`src/rtl/opsel_pkg.sv`:
```
// Shared constants and helpers for the operand-select stage and its priority encoder.
package opsel_pkg;

   localparam int DEF_WIDTH   = 16;
   localparam int DEF_NUM_SRC = 5;

   // Upper bounds for the generic flat-bus slice helper
   localparam int MAX_W   = 64;
   localparam int MAX_SRC = 16;

   typedef logic [$clog2(DEF_NUM_SRC)-1:0] sel_idx_t;

   // Return field idx of width w from a flat bus (zero-extended to the helper bounds)
   function automatic logic [MAX_W-1:0] bus_slice(input logic [MAX_SRC*MAX_W-1:0] bus,
                                                  input int idx, input int w);
      logic [MAX_SRC*MAX_W-1:0] sh;
      logic [MAX_W-1:0]         r;
      sh = bus >> (idx * w);
      for (int b = 0; b < MAX_W; b++) r[b] = (b < w) ? sh[b] : 1'b0;
      return r;
   endfunction

endpackage

```
`src/rtl/prio_enc.sv`:
```
// Highest-index-wins priority encoder with a fixed default index when nothing hits.
module prio_enc #(
   parameter  int N       = 5,
   parameter  int DEFAULT = 0,
   localparam int IW      = (N > 1) ? $clog2(N) : 1
) (
   input  logic [N-1:0]  hit,
   output logic [IW-1:0] idx,
   output logic          any_hit,
   output logic          multi
);

   int cnt;

   always_comb begin
      idx = IW'(DEFAULT);
      cnt = 0;
      for (int i = 0; i < N; i++) begin
         if (hit[i]) begin
            idx = IW'(i);
            cnt = cnt + 1;
         end
      end
      any_hit = |hit;
      multi   = (cnt > 1);
   end

endmodule

```
`src/rtl/opsel_stage.sv`:
```
// Registered operand-select stage: priority pick over NUM_SRC candidates behind valid/ready.
// Optional per-source selection counters are built when OPSEL_STATS_EN is defined.
module opsel_stage
   import opsel_pkg::*;
#(
   parameter int WIDTH       = DEF_WIDTH,
   parameter int NUM_SRC     = DEF_NUM_SRC,
   parameter int DEFAULT_SRC = 0,
   parameter int CNT_W       = 16
) (
   input  logic                       clk,
   input  logic                       rst_n,
   input  logic                       in_valid,
   output logic                       in_ready,
   input  logic [NUM_SRC*WIDTH-1:0]   src_data,
   input  logic [NUM_SRC-1:0]         src_hit,
   input  logic                       flush,
   output logic                       out_valid,
   input  logic                       out_ready,
   output logic [WIDTH-1:0]           out_data,
   output logic [$clog2(NUM_SRC)-1:0] out_sel,
   output logic                       out_multi,
   input  logic                       cnt_clr,
   output logic [NUM_SRC*CNT_W-1:0]   sel_cnt
);

   localparam int SEL_W = $clog2(NUM_SRC);

   logic [SEL_W-1:0]             win;
   logic [SEL_W-1:0]             win_sel;
   logic                         any_hit;
   logic                         multi;
   logic                         xfer;
   logic [WIDTH-1:0]             sel_data;
   logic [MAX_SRC*MAX_W-1:0]     bus_ext;

   prio_enc #(.N(NUM_SRC), .DEFAULT(DEFAULT_SRC)) u_enc (
      .hit     (src_hit),
      .idx     (win),
      .any_hit (any_hit),
      .multi   (multi)
   );

   assign win_sel  = any_hit ? win : SEL_W'(DEFAULT_SRC);
   assign bus_ext  = {{(MAX_SRC*MAX_W-NUM_SRC*WIDTH){1'b0}}, src_data};
   assign sel_data = WIDTH'(bus_slice(bus_ext, int'(win_sel), WIDTH));

   assign in_ready = !out_valid || out_ready;
   assign xfer     = in_valid && in_ready;

   // Flush drops the held entry and any beat offered in the same cycle
   always_ff @(posedge clk or negedge rst_n) begin
      if (!rst_n) begin
         out_valid <= 1'b0;
         out_data  <= '0;
         out_sel   <= SEL_W'(DEFAULT_SRC);
         out_multi <= 1'b0;
      end else if (flush) begin
         out_valid <= 1'b0;
      end else if (xfer) begin
         out_valid <= 1'b1;
         out_data  <= sel_data;
         out_sel   <= win_sel;
         out_multi <= multi;
      end else if (out_ready) begin
         out_valid <= 1'b0;
      end
   end

`ifdef OPSEL_STATS_EN
   for (genvar i = 0; i < NUM_SRC; i++) begin : g_cnt
      logic [CNT_W-1:0] cnt_q;

      // Clear beats a same-cycle increment; count saturates at all-ones
      always_ff @(posedge clk or negedge rst_n) begin
         if (!rst_n)
            cnt_q <= '0;
         else if (cnt_clr)
            cnt_q <= '0;
         else if (xfer && !flush && (win_sel == SEL_W'(i)) && (cnt_q != '1))
            cnt_q <= cnt_q + CNT_W'(1);
      end

      assign sel_cnt[i*CNT_W +: CNT_W] = cnt_q;
   end
`else
   logic unused_cnt_clr;
   assign unused_cnt_clr = cnt_clr;
   assign sel_cnt        = '0;
`endif

endmodule
```
`config.mk`:
```
export PLATFORM = sky130hd
export DESIGN_NAME = opsel_stage
export DESIGN_NICKNAME = d
export VERILOG_FILES = /design/src/rtl/opsel_pkg.sv /design/src/rtl/prio_enc.sv /design/src/rtl/opsel_stage.sv
export SDC_FILE = /design/constraint.sdc
export NUM_CORES = 1
export LEC_CHECK = 0
export CAP_MARGIN = 40
export CELL_PAD_IN_SITES_DETAIL_PLACEMENT = 1
export CELL_PAD_IN_SITES_GLOBAL_PLACEMENT = 2
export CORE_MARGIN = 8
export CORE_UTILIZATION = 17
export DETAILED_ROUTE_END_ITERATION = 10
export MAX_ROUTING_LAYER = met4
export PLACE_DENSITY_LB_ADDON = 0.1
export SLEW_MARGIN = 5
export SYNTH_ARGS = -nofsm -noshare
export SYNTH_HDL_FRONTEND = slang
export SYNTH_SLANG_ARGS = --single-unit
```
`constraint.sdc`:
```
create_clock -name clk -period 3.25 [get_ports clk]
set_input_delay 0.65 -clock clk [delete_from_list [all_inputs] [get_ports clk]]
set_output_delay 0.65 -clock clk [all_outputs]
set_load 0.01 [all_outputs]
```
-- Word-level counts from Yosys, hierarchy flattened
Cells that the tools add are included.
- flip-flop bits (word level): 21
- input port bits: 91
- logic and storage cells: 30
- $add $sub $neg: 4
- magnitude comparators: 1
- shift-type cells: 1
- mux-type cells: 13
- bitwise logic cells: 1
- reductions and logical operators: 6
- operators by type and width (operator ; count):
    $mux W32 ; 4
    $add A32 B2 Y32 const B ; 3
    $shr A80 B7 Y16 ; 1
    $gt A32 B2 Y1 const B ; 1
    $mux W3 ; 2
    $mux W1 ; 5
    $reduce_or A5 Y1 ; 1
    $mux W2 ; 2
    $reduce_bool A3 Y1 ; 1
    $add A1 B1 Y2 const B ; 1
    $reduce_and A2 Y1 ; 1
    $logic_and A1 B1 Y1 ; 1
    $logic_not A1 Y1 ; 1
    $logic_or A1 B1 Y1 ; 1
    $not A1 Y1 ; 1

-- Logic depth before layout (Yosys ltp)
Gate-level depths: netlist (run 1).
- word-level depth: 10
- depth in mapped cells: 10
- gate-level depth less buffers: 10

-- By module
From an unflattened synthesis (run 1), not the netlist that was laid out.
- cells, all modules: 295
- area, all modules: 2538.7 um^2
- by module, submodules not included (module ; times used ; cells an instance ; area an instance (um^2) ; seq. area each (um^2)):
    opsel_stage ; 1 ; 262 ; 2268.4 ; 525.5
    prio_enc ; 1 ; 33 ; 270.3 ; 0.0

-- Least setup slack after synthesis (run 1)
OpenSTA, ideal clock, no wires.
- kind: input-to-reg
- start: input port src_hit[0]
- end: register out_multi
- library setup time: 0.133 ns
- data arrival time: 2.051 ns
- data required time: 3.117 ns
- path slack: 1.065 ns
- cell stages on the path: 10
- buffers on the path: 0
- cells stage by stage: inv_1 -> ha_1 -> and2b_2 -> nor3_1 -> a21oi_1 -> ha_1 -> nand2_1 -> nand2_1 -> a21oi_1 -> o32ai_2
- longest elaborated chain between the ends: 10
- ends and longest elaborated chain (item ; RTL line ; text):
    start, declared ; opsel_stage.sv:16 ; input logic [NUM_SRC-1:0] src_hit,
    $mux W1 * ; prio_enc.sv:19 ; if (hit[i]) begin
    $add A1 B1 Y2 ; prio_enc.sv:21 ; cnt = cnt + 1;
    $mux W32 * ; prio_enc.sv:19 ;
    $add A32 B2 Y32 ; prio_enc.sv:21 ;
    $mux W32 * ; prio_enc.sv:19 ;
    $add A32 B2 Y32 ; prio_enc.sv:21 ;
    $mux W32 * ; prio_enc.sv:19 ;
    $add A32 B2 Y32 ; prio_enc.sv:21 ;
    $mux W32 * ; prio_enc.sv:19 ;
    $gt A32 B2 Y1 * ; prio_enc.sv:25 ; multi = (cnt > 1);
    end signal, assigned ; opsel_stage.sv:64 ; out_multi <= multi;
    end, declared ; opsel_stage.sv:22 ; output logic out_multi,
Every way passes the cells marked *; elsewhere a longest branch is shown, timed or not.
A chain may end at the register's enable or synchronous reset.

-- Final worst setup path (run 1)
- start: input port src_hit[1]
- end: register out_multi
- longest elaborated chain between the ends: 8
- ends and longest elaborated chain (item ; RTL line):
    $mux W32 * ; prio_enc.sv:19
    $add A32 B2 Y32 ; prio_enc.sv:21
    $mux W32 * ; prio_enc.sv:19
    $add A32 B2 Y32 ; prio_enc.sv:21
    $mux W32 * ; prio_enc.sv:19
    $add A32 B2 Y32 ; prio_enc.sv:21
    $mux W32 * ; prio_enc.sv:19
    $gt A32 B2 Y1 * ; prio_enc.sv:25
Marks and branches as above.

==> reports/qor.txt, run 1 <==
DR DRC count = 0
RSZ-0062 raised after global routing = false
Root Driver = clkbuf_16
Logic pwr share = 0.444
Clock Power Share = 0.251
Total Wirelength = 9700 um
Post-DP Area = 3380 sq um
Die Y = 134 um
clock slew at reported path FFs = 0.06 ns
worst-skew pair later-pin latency = 0.25 ns
CP max-delay cell = clkdlybuf4s50_1
CP required = 3.38 ns
Slew @ Worst Pin = 0.617 ns
CP arrival = 2.72 ns
Max H-tree Level = 1
worst-path fanout max = 8
cell accounting for the most synthesized area = buf_4
Wirelength per Cell = 16.2 um
fraction of layout cells with a size suffix above 1 = 0.0573
Clock Sinks = 21
Setup crit start = src_hit[1]
Initial Utilization = 0.173
PD cells = 311 nW/um^2
RR Endpoint = out_data[3]
drt first pass iters = 4
Pwr Total = 0.00108 W
Pint = 0.000719 W
max_slew headroom = 0.587
initial antenna violation count = 0
Final ANT Viol Nets = 0
CP Class = in -> reg
hold_buf cts = 0
sw frac = 0.332
die outline width = 134 um
Tmin final = 2.59 ns
CTS tree = yes
worst path bufs/invs = 2
async set-reset flop share out of synthesis = 1.00
FP Rows = 43
Critical Path Max Stage Delay = 0.55 ns
CP Capture Type = register
R2R depth = 6
Post-Syn Area = 2380 sq um
setup TNS = 0 ns
1st-iter DRT viols = 102
delay-heaviest family, CP = adder cells
Final #Nets = 516
Worst setup SP type = input pin
# setup viols final = 0
dpl ws = 0.358 ns
hold path depth = 2
global placement routability congestion = 0.746
Antenna diodes = 0
Leakage Power = 1.54 nW
Via Count = 2,239
# Post-CTS Setup Buffers = 0
Post-Synthesis Mean Instance Area = 7.62 sq um
total gr overflow = 0
Max Clk Rate = 386 MHz
hold path endpoint = out_data[0]
Synth Instances = 312
cts bufs inserted = 3
Synth Register Bits = 21
Post-CTS Resized = 0
Min-Delay Startpoint = out_data[0]
Worst Slack Setup Final = 0.662 ns
# IOs = 193
Via density = 3.74
final instance area = 3460 sq um
core area = 13,800 sq um
Detail Placement HPWL = 8000 um
I/O Buffers = 111
All-Layer GR Usage = 0.105
Synth-to-Final Area Change = 45.8%
sequential area share after synthesis = 0.221
final hold violations = 0
flop2flop setup slack = 1.64 ns
die area = 18,000 sq um
Yosys cell types = 37
Critical R2R Launch = out_valid
worst-path cell chain = clkdlybuf4s50_1, inv_1, ha_1, xor2_1, a21oi_1, ha_1, nand2_1, nand2_1, a21oi_1, o32ai_2
status = completed
sequential share of power = 0.304
first-pass GRT wire length = 14,600 um
synth warn = 0
Slew Viols, Final = 0
top post-synthesis cells by area = buf_4 (26%), dfrtp_1 (22%), a21oi_1 (5.3%), nor2_1 (4.7%), mux2i_1 (3.8%)
skew final = 0.00176 ns
share of the synthesized area in the top cell type = 0.256
Finished Core Util = 0.251
ys flop type = dfrtp_1
Worst Hold Class = reg -> reg
final period utilization = 0.796
Max Buffers Root-to-Sink = 2
vias in the first global route = 2,543
Max VDD drop = 0.126 mV
largest net degree at the start of global routing = 31
EDFF count, synth = 0
Max Cap Viol = 0
Psw = 0.000357 W
-- cell families after synthesis --
kind of cell	count (synthesis)	share of synthesized area
muxes	9	0.0379
DFF	21	0.221
and+or+nand+nor	75	0.161
AOI/OAI and AO/OA	83	0.220
other	1	0.00158
xor gates and xnor gates	3	0.0111
buffers and inverters	115	0.321
adders and majority gates	5	0.0263
-- registers in the layout, summed over array words and instances (netlist names) --
name,cells
out_sel,3
out_multi,1
out_data,16
out_valid,1
-- cell usage in the layout, fill, tap and decap left out, types with 2 or more instances in the layout --
cell,Yosys,routed
a211o_1,2,2
a21oi_1,25,25
a21oi_2,2,2
a221oi_1,8,8
and3_1,9,9
buf_4,81,9
clkbuf_16,0,3
clkdlybuf4s50_1,0,111
conb_1,1,80
dfrtp_1,21,21
ha_1,5,5
inv_1,19,19
mux2i_1,9,9
nand2_1,18,18
nor2_1,30,30
nor2_2,4,4
nor2b_1,3,3
o21ai_0,11,11
o21ai_1,18,18
o31ai_1,7,7
o32ai_1,8,8
xnor2_1,2,2
-- worst reg2reg max path, stage by stage (launching register included) --
cell	delay (ns)
dfrtp_1	0.37
nor2b_1	0.16
inv_1	0.08
nand3b_1	0.28
nor2_2	0.36
o21ai_0	0.14
o21ai_1	0.15
-- stage by stage --
step | hold slack [ns] | instances
final | 0.479 | 599
after global routing | 0.514 | 599
after CTS | 0.485 | 599
after detailed placement | 0.471 | 595
after global placement | 0.469 | 595
after floorplan | 0.354 | 391
-- worst max path at each step --
stage	endpoint	slack [ns]	cells after the start
6_report	out_multi	0.66	10
5_1_grt	out_multi	0.44	10
4_1_cts	out_multi	0.62	10
3_5_place_dp	out_multi	0.36	11
3_3_place_gp	out_multi	0.37	10
2_1_floorplan	out_multi	1.07	10
-- power groups by stage --
stage / logic [W] / registers, W / clock network, W
global route: 0.000527 / 0.000334 / 0.000291
CTS: 0.000482 / 0.000328 / 0.000278
floorplan: 0.000266 / 0.000354 / 0
global placement: 0.000477 / 0.000333 / 0
finish: 0.000478 / 0.000327 / 0.000270
detailed placement: 0.000480 / 0.000333 / 0
-- cells in the mapped netlist, drive strengths merged, types with 2 or more instances --
| master | count |
|---|---|
| buf | 93 |
| nor2 | 34 |
| o21ai | 29 |
| a21oi | 27 |
| dfrtp | 21 |
| inv | 19 |
| nand2 | 18 |
| and3 | 9 |
| mux2i | 9 |
| o32ai | 9 |
| a221oi | 8 |
| o31ai | 7 |
| ha | 5 |
| nor2b | 4 |
| clkbuf | 3 |
| nor3b | 3 |
| a211o | 2 |
| or2 | 2 |
| xnor2 | 2 |
-- metal layers --
metal / GRT usage / wire length (um) / share of wire / up-vias
met2: 0.184 / 4950 / 0.51 / 91
met3: 0.0131 / 432 / 0.045 / 2
met4: 0.0206 / 51 / 0.0053 / 0
li1: - / - / - / 1114
met1: 0.126 / 4270 / 0.44 / 1032
met5: - / 0 / 0 / -
-- cell type report --
type	instances	area (sq um)
fill	1692	10300
multi-input combinational	255	1380
timing repair buffer	120	1180
sequential	21	526
tap	180	225
clock buffer	4	78.8
inverter	19	71.3
(Power assumes the default switching activity.)
==> run 2: changes to the inputs <==
--- a/config.mk
+++ b/config.mk
@@ -9,7 +9,7 @@
 export CELL_PAD_IN_SITES_DETAIL_PLACEMENT = 1
 export CELL_PAD_IN_SITES_GLOBAL_PLACEMENT = 2
 export CORE_MARGIN = 8
-export CORE_UTILIZATION = 17
+export CORE_UTILIZATION = 14
 export DETAILED_ROUTE_END_ITERATION = 10
 export MAX_ROUTING_LAYER = met4
 export PLACE_DENSITY_LB_ADDON = 0.1
==> constraint.sdc (replaced) <==
create_clock -name clk -period 2.29 [get_ports clk]
set_input_delay 0.458 -clock clk [delete_from_list [all_inputs] [get_ports clk]]
set_output_delay 0.458 -clock clk [all_outputs]
set_load 0.01 [all_outputs]
==> reports/qor.txt, run 2 (synthesis gave the netlist of run 1 again) <==
largest net degree at the start of global routing = 22
Leakage Power = 1.70 nW
die area = 21,400 sq um
Slew Viols, Final = 0
fillers = 2,036
Synth-to-Final Area Change = 59.0%
CP arrival = 2.21 ns
Initial Utilization = 0.143
Setup crit start = src_hit[2]
final period utilization = 0.902
CP Class = in -> reg
DR DRC count = 0
max reg flops = 16
Root Driver = clkbuf_16
RSZ-0062 raised after global routing = false
Pwr Total = 0.00160 W
Detail Placement HPWL = 8870 um
Worst setup SP type = input pin
Max H-tree Level = 1
commonest non-fill, non-tap cell in the layout = clkdlybuf4s50_1
final hold violations = 0
Final #Nets = 541
FP Rows = 47
WL met3 = 493 um
global placement routability congestion = 0.725
Total Wirelength = 10,500 um
worst-skew pair later-pin latency = 0.26 ns
vias in the first global route = 2,694
hold_buf cts = 0
cts bufs inserted = 3
non-filler instance count after layout = 664
status = completed
drt first pass iters = 4
Slew @ Worst Pin = 0.639 ns
Top Layer Used = met4
Worst Setup EP = out_data[13]
worst hold slack = 0.475 ns
CP Capture Type = register
Final ANT Viol Nets = 0
Clock Sinks = 21
Register Area = 526 sq um
worst-path fanout max = 7
R2R depth = 7
core area = 16,600 sq um
fraction of layout cells with a size suffix above 1 = 0.124
RR Endpoint = out_multi
dpl ws = -0.254 ns
PD cells = 423 nW/um^2
initial antenna violation count = 0
Top reg by flops = out_data
first-pass GRT wire length = 15,700 um
Tmin final = 2.07 ns
1st-iter DRT viols = 59
Antenna diodes = 0
I/O Buffers = 111
most frequent cells in the layout = clkdlybuf4s50_1 (109), conb_1 (80), nor2_1 (30), buf_4 (30), a21oi_1 (23)
Worst Hold Class = reg -> reg
die outline width = 146 um
Wirelength per Cell = 15.8 um
Via Count = 2,359
clock slew at reported path FFs = 0.06 ns
skew final = 0.000981 ns
Post-DP Area = 3660 sq um
Die Y = 146 um
total gr overflow = 0
Max Cap Viol = 0
final instance area = 3780 sq um
Max Clk Rate = 484 MHz
# setup viols final = 0
Top Registers = out_data: 16 flops, out_sel: 3 flops
Placed Cells incl. Taps = 659
Max Buffers Root-to-Sink = 2
Worst Slack Setup Final = 0.224 ns
area taken by multi-input logic gates = 1400 sq um
# IOs = 193
max_slew headroom = 0.573
wl on met1 = 4320 um
CP required = 2.43 ns
Max VDD drop = 0.249 mV
flop2flop setup slack = 0.83 ns
All-Layer GR Usage = 0.0966
Critical R2R Launch = out_valid
length of routed met2 wiring = 5530 um
CTS tree = yes
Via density = 3.55
run 2: changes by cell type in the layout (fill, tap and decap cells not counted), moves of 2 or more:
| cell | previous run | this run |
|---|---|---|
| a21oi_2 | 2 | 4 |
| buf_4 | 9 | 30 |
| inv_1 | 19 | 17 |
| inv_2 | 0 | 2 |
| clkdlybuf4s50_1 | 111 | 109 |
| buf_12 | 0 | 4 |
| a21oi_1 | 25 | 23 |
| dlymetal6s2s_1 | 0 | 2 |
run 2: power breakdown:
part / total [W] / internal (W) / switching (W)
sequential: 0.000467 / 0.000433 / 0.0000340
combinational: 0.000739 / 0.000397 / 0.000342
clock: 0.000392 / 0.000235 / 0.000157
total: 0.00160 / 0.00107 / 0.000532
run 2: critical path, stage by stage:
cell and delay [ns]:
clkdlybuf4s50_1 0.46, buf_4 0.18, buf_4 0.16, nor2_1 0.51, a221oi_1 0.16, a21oi_1 0.18
o21ai_0 0.10
run 2: timing repair:
action / CTS / global route
setup buffers: 0 / 1
resized for setup: 0 / 7
setup endpoints to repair: 0 / 7
run 2: per-stage QoR:
stage               setup TNS, ns  utilization
CTS                             0        0.226
global placement            -1.55        0.221
floorplan                       0            -
detailed placement          -2.35        0.221
global route                    0        0.228
finish                          0        0.228
run 2: metal layers:
layer / global-route usage / vias up
li1: - / 1169
met1: 0.107 / 1093
met2: 0.173 / 92
met3: 0.0176 / 5
met4: 0.0278 / 0
met5: - / -
run 2: how the worst min path moves through the flow:
stage,start,end,slack (ns),cells past startpoint
4_1_cts,out_data[0],out_data[0],0.49,2
3_5_place_dp,out_data[0],out_data[0],0.47,2
5_1_grt,out_sel[2],out_sel[2],0.51,2
2_1_floorplan,rst_n,out_data[0],0.16,0
6_report,out_sel[0],out_sel[0],0.47,2
3_3_place_gp,out_sel[0],out_sel[0],0.46,2
run 2: layout make-up:
type | count | share of cell area
sequential | 21 | 0.139
timing repair buffer | 145 | 0.376
clock buffer | 3 | 0.0199
clock inverter | 1 | 0.00132
inverter | 19 | 0.0189
multi-input combinational | 255 | 0.372
tap | 220 | 0.0729
==> run 3: changes to the inputs <==
--- a/config.mk
+++ b/config.mk
@@ -5,6 +5,7 @@
 export SDC_FILE = /design/constraint.sdc
 export NUM_CORES = 1
 export LEC_CHECK = 0
+export ABC_AREA = 1
 export CAP_MARGIN = 40
 export CELL_PAD_IN_SITES_DETAIL_PLACEMENT = 1
 export CELL_PAD_IN_SITES_GLOBAL_PLACEMENT = 2
==> reports/qor.txt, run 3 <==
synth warn = 0
Post-Syn Area = 2550 sq um
setup TNS = 0 ns
Placed Cells incl. Taps = 740
Max Cap Viol = 0
vias in the first global route = 2,778
sw frac = 0.344
total gr overflow = 0
fraction of layout cells with a size suffix above 1 = 0.0990
final hold violations = 0
Synth Register Bits = 21
GRT Max-Usage Layer = met2
Pint = 0.00105 W
# setup viols final = 0
commonest non-fill, non-tap cell in the layout = nand2_1
Detail Placement HPWL = 9000 um
# IOs = 193
first-pass GRT wire length = 15,700 um
hold path endpoint = out_data[11]
Finished Core Util = 0.214
CP arrival = 2.19 ns
Tmin final = 2.05 ns
1st-iter DRT viols = 64
skew final = 0.00387 ns
Max VDD drop = 0.265 mV
All-Layer GR Usage = 0.0917
Top reg by flops = out_data
CTS tree = yes
Leakage Power = 1.94 nW
RSZ-0062 raised after global routing = false
most used standard cell by instance count after synthesis = nand2_1
largest net degree at the start of global routing = 46
clock slew at reported path FFs = 0.06 ns
I/O Buffers = 111
Clock Power Share = 0.236
Final #Nets = 612
EDFF count, synth = 0
Max H-tree Level = 1
ys flop type = dfrtp_1
Initial Utilization = 0.142
Die Y = 151 um
Pwr Total = 0.00159 W
grt met3 use = 0.0326
max reg flops = 16
Critical R2R Launch = out_valid
CP Class = in -> reg
die area = 22,800 sq um
async set-reset flop share out of synthesis = 1.00
CP required = 2.44 ns
core area = 18,000 sq um
Top Registers = out_data: 16 flops, out_sel: 3 flops
Min-Delay Startpoint = out_data[11]
# Post-CTS Setup Buffers = 0
Via Count = 2,556
FP Rows = 49
grt met1 use = 0.109
sequential share of power = 0.292
Synth Instances = 396
cell accounting for the most synthesized area = buf_4
hold path depth = 2
Wirelength per Cell = 14.5 um
share of the synthesized area in the top cell type = 0.238
Worst Hold Class = reg -> reg
Slew Viols, Final = 0
Max Buffers Root-to-Sink = 2
R2R depth = 7
drt first pass iters = 4
Synth-to-Final Area Change = 50.9%
worst-skew pair later-pin latency = 0.25 ns
Logic pwr share = 0.472
DR DRC count = 0
Final ANT Viol Nets = 0
worst-path fanout max = 16
final period utilization = 0.894
synth cell count leaders = nand2_1 (116), buf_4 (81), nand3_1 (39)
most frequent cells in the layout = nand2_1 (113), clkdlybuf4s50_1 (109), conb_1 (80)
flop2flop setup slack = 0.85 ns
Yosys cell types = 23
die outline width = 151 um
non-filler instance count after layout = 745
Total Wirelength = 10,800 um
sequential area share after synthesis = 0.206
Psw = 0.000548 W
Via density = 3.43
status = completed
cts bufs inserted = 3
top post-synthesis cells by area = buf_4 (24%), dfrtp_1 (21%), nand2_1 (17%), nand3_1 (7.6%), inv_1 (5.3%)
Worst setup SP type = input pin
Post-Synthesis Mean Instance Area = 6.45 sq um
global placement routability congestion = 0.714
CP Capture Type = register
Root Driver = clkbuf_16
met2 Use GR = 0.153
RR Endpoint = out_data[10]
PD cells = 414 nW/um^2
initial antenna violation count = 0
Max Clk Rate = 489 MHz
Clock Sinks = 21
[run 3: metrics by stage]
stage               hold WS [ns]  cell area, sq um  setup slack [ns]
finish                     0.478              3850             0.243
global route               0.514              3850            0.0433
CTS                        0.485              3830            0.0352
detailed placement         0.468              3740            -0.301
global placement           0.466              3740            -0.289
floorplan                  0.162              2850             0.380
[run 3: kinds of logic after synthesis]
kind of cell | Yosys count | share of synthesized area
fa+ha+maj | 5 | 0.0245
simple gates | 205 | 0.347
buf+inv | 138 | 0.335
compound gates | 26 | 0.0857
other cells | 1 | 0.00147
flops | 21 | 0.206
[run 3: critical path, cell delays in order]
cell and delay (ns):
clkdlybuf4s50_1 0.40, buf_4 0.17, o21ai_2 0.41, inv_2 0.28, nand3_1 0.17, nand3_1 0.14, nand2_1 0.10, nand2_1 0.05
[run 3: layout make-up]
class,count,area (sq um)
diodes,1,2.50
well taps,229,287
inverters,40,153
repair buffers,134,1310
fillers,2209,14100
flip-flops and latches,21,526
multi-input cells,316,1490
clock buffers,4,78.8
[run 3: worst max-delay path by stage]
| stage | startpoint | endpoint | slack, ns | cells after the start |
|---|---|---|---|---|
| final | src_hit[2] | out_data[14] | 0.24 | 8 |
| after global routing | src_hit[2] | out_data[14] | 0.04 | 8 |
| after CTS | src_hit[0] | out_multi | 0.04 | 14 |
| after detailed placement | src_hit[0] | out_multi | -0.30 | 14 |
| after global placement | src_hit[0] | out_multi | -0.29 | 14 |
| after floorplan | src_hit[0] | out_multi | 0.38 | 13 |
[run 3: metal layers]
| metal | vias up | wire length (um) |
|---|---|---|
| li1 | 1307 | - |
| met1 | 1141 | 4790 |
| met2 | 108 | 5090 |
| met3 | 0 | 941 |
| met4 | 0 | 0 |
| met5 | - | 0 |
[run 3: power groups by stage]
stage                     combinational, W  sequential, W  clock, W
after floorplan                   0.000405       0.000500         0
after global placement            0.000755       0.000472         0
after detailed placement          0.000758       0.000472         0
after CTS                         0.000763       0.000467  0.000399
after global routing              0.000838       0.000475  0.000410
final                             0.000752       0.000466  0.000376
[run 3: repair_timing]
item,4_1_cts,5_1_grt
gates cloned,0,0
gates resized for setup,1,9
setup endpoints to repair,1,1
hold buffers,0,0
pin swaps,0,2
endpoints found under the hold margin,0,0
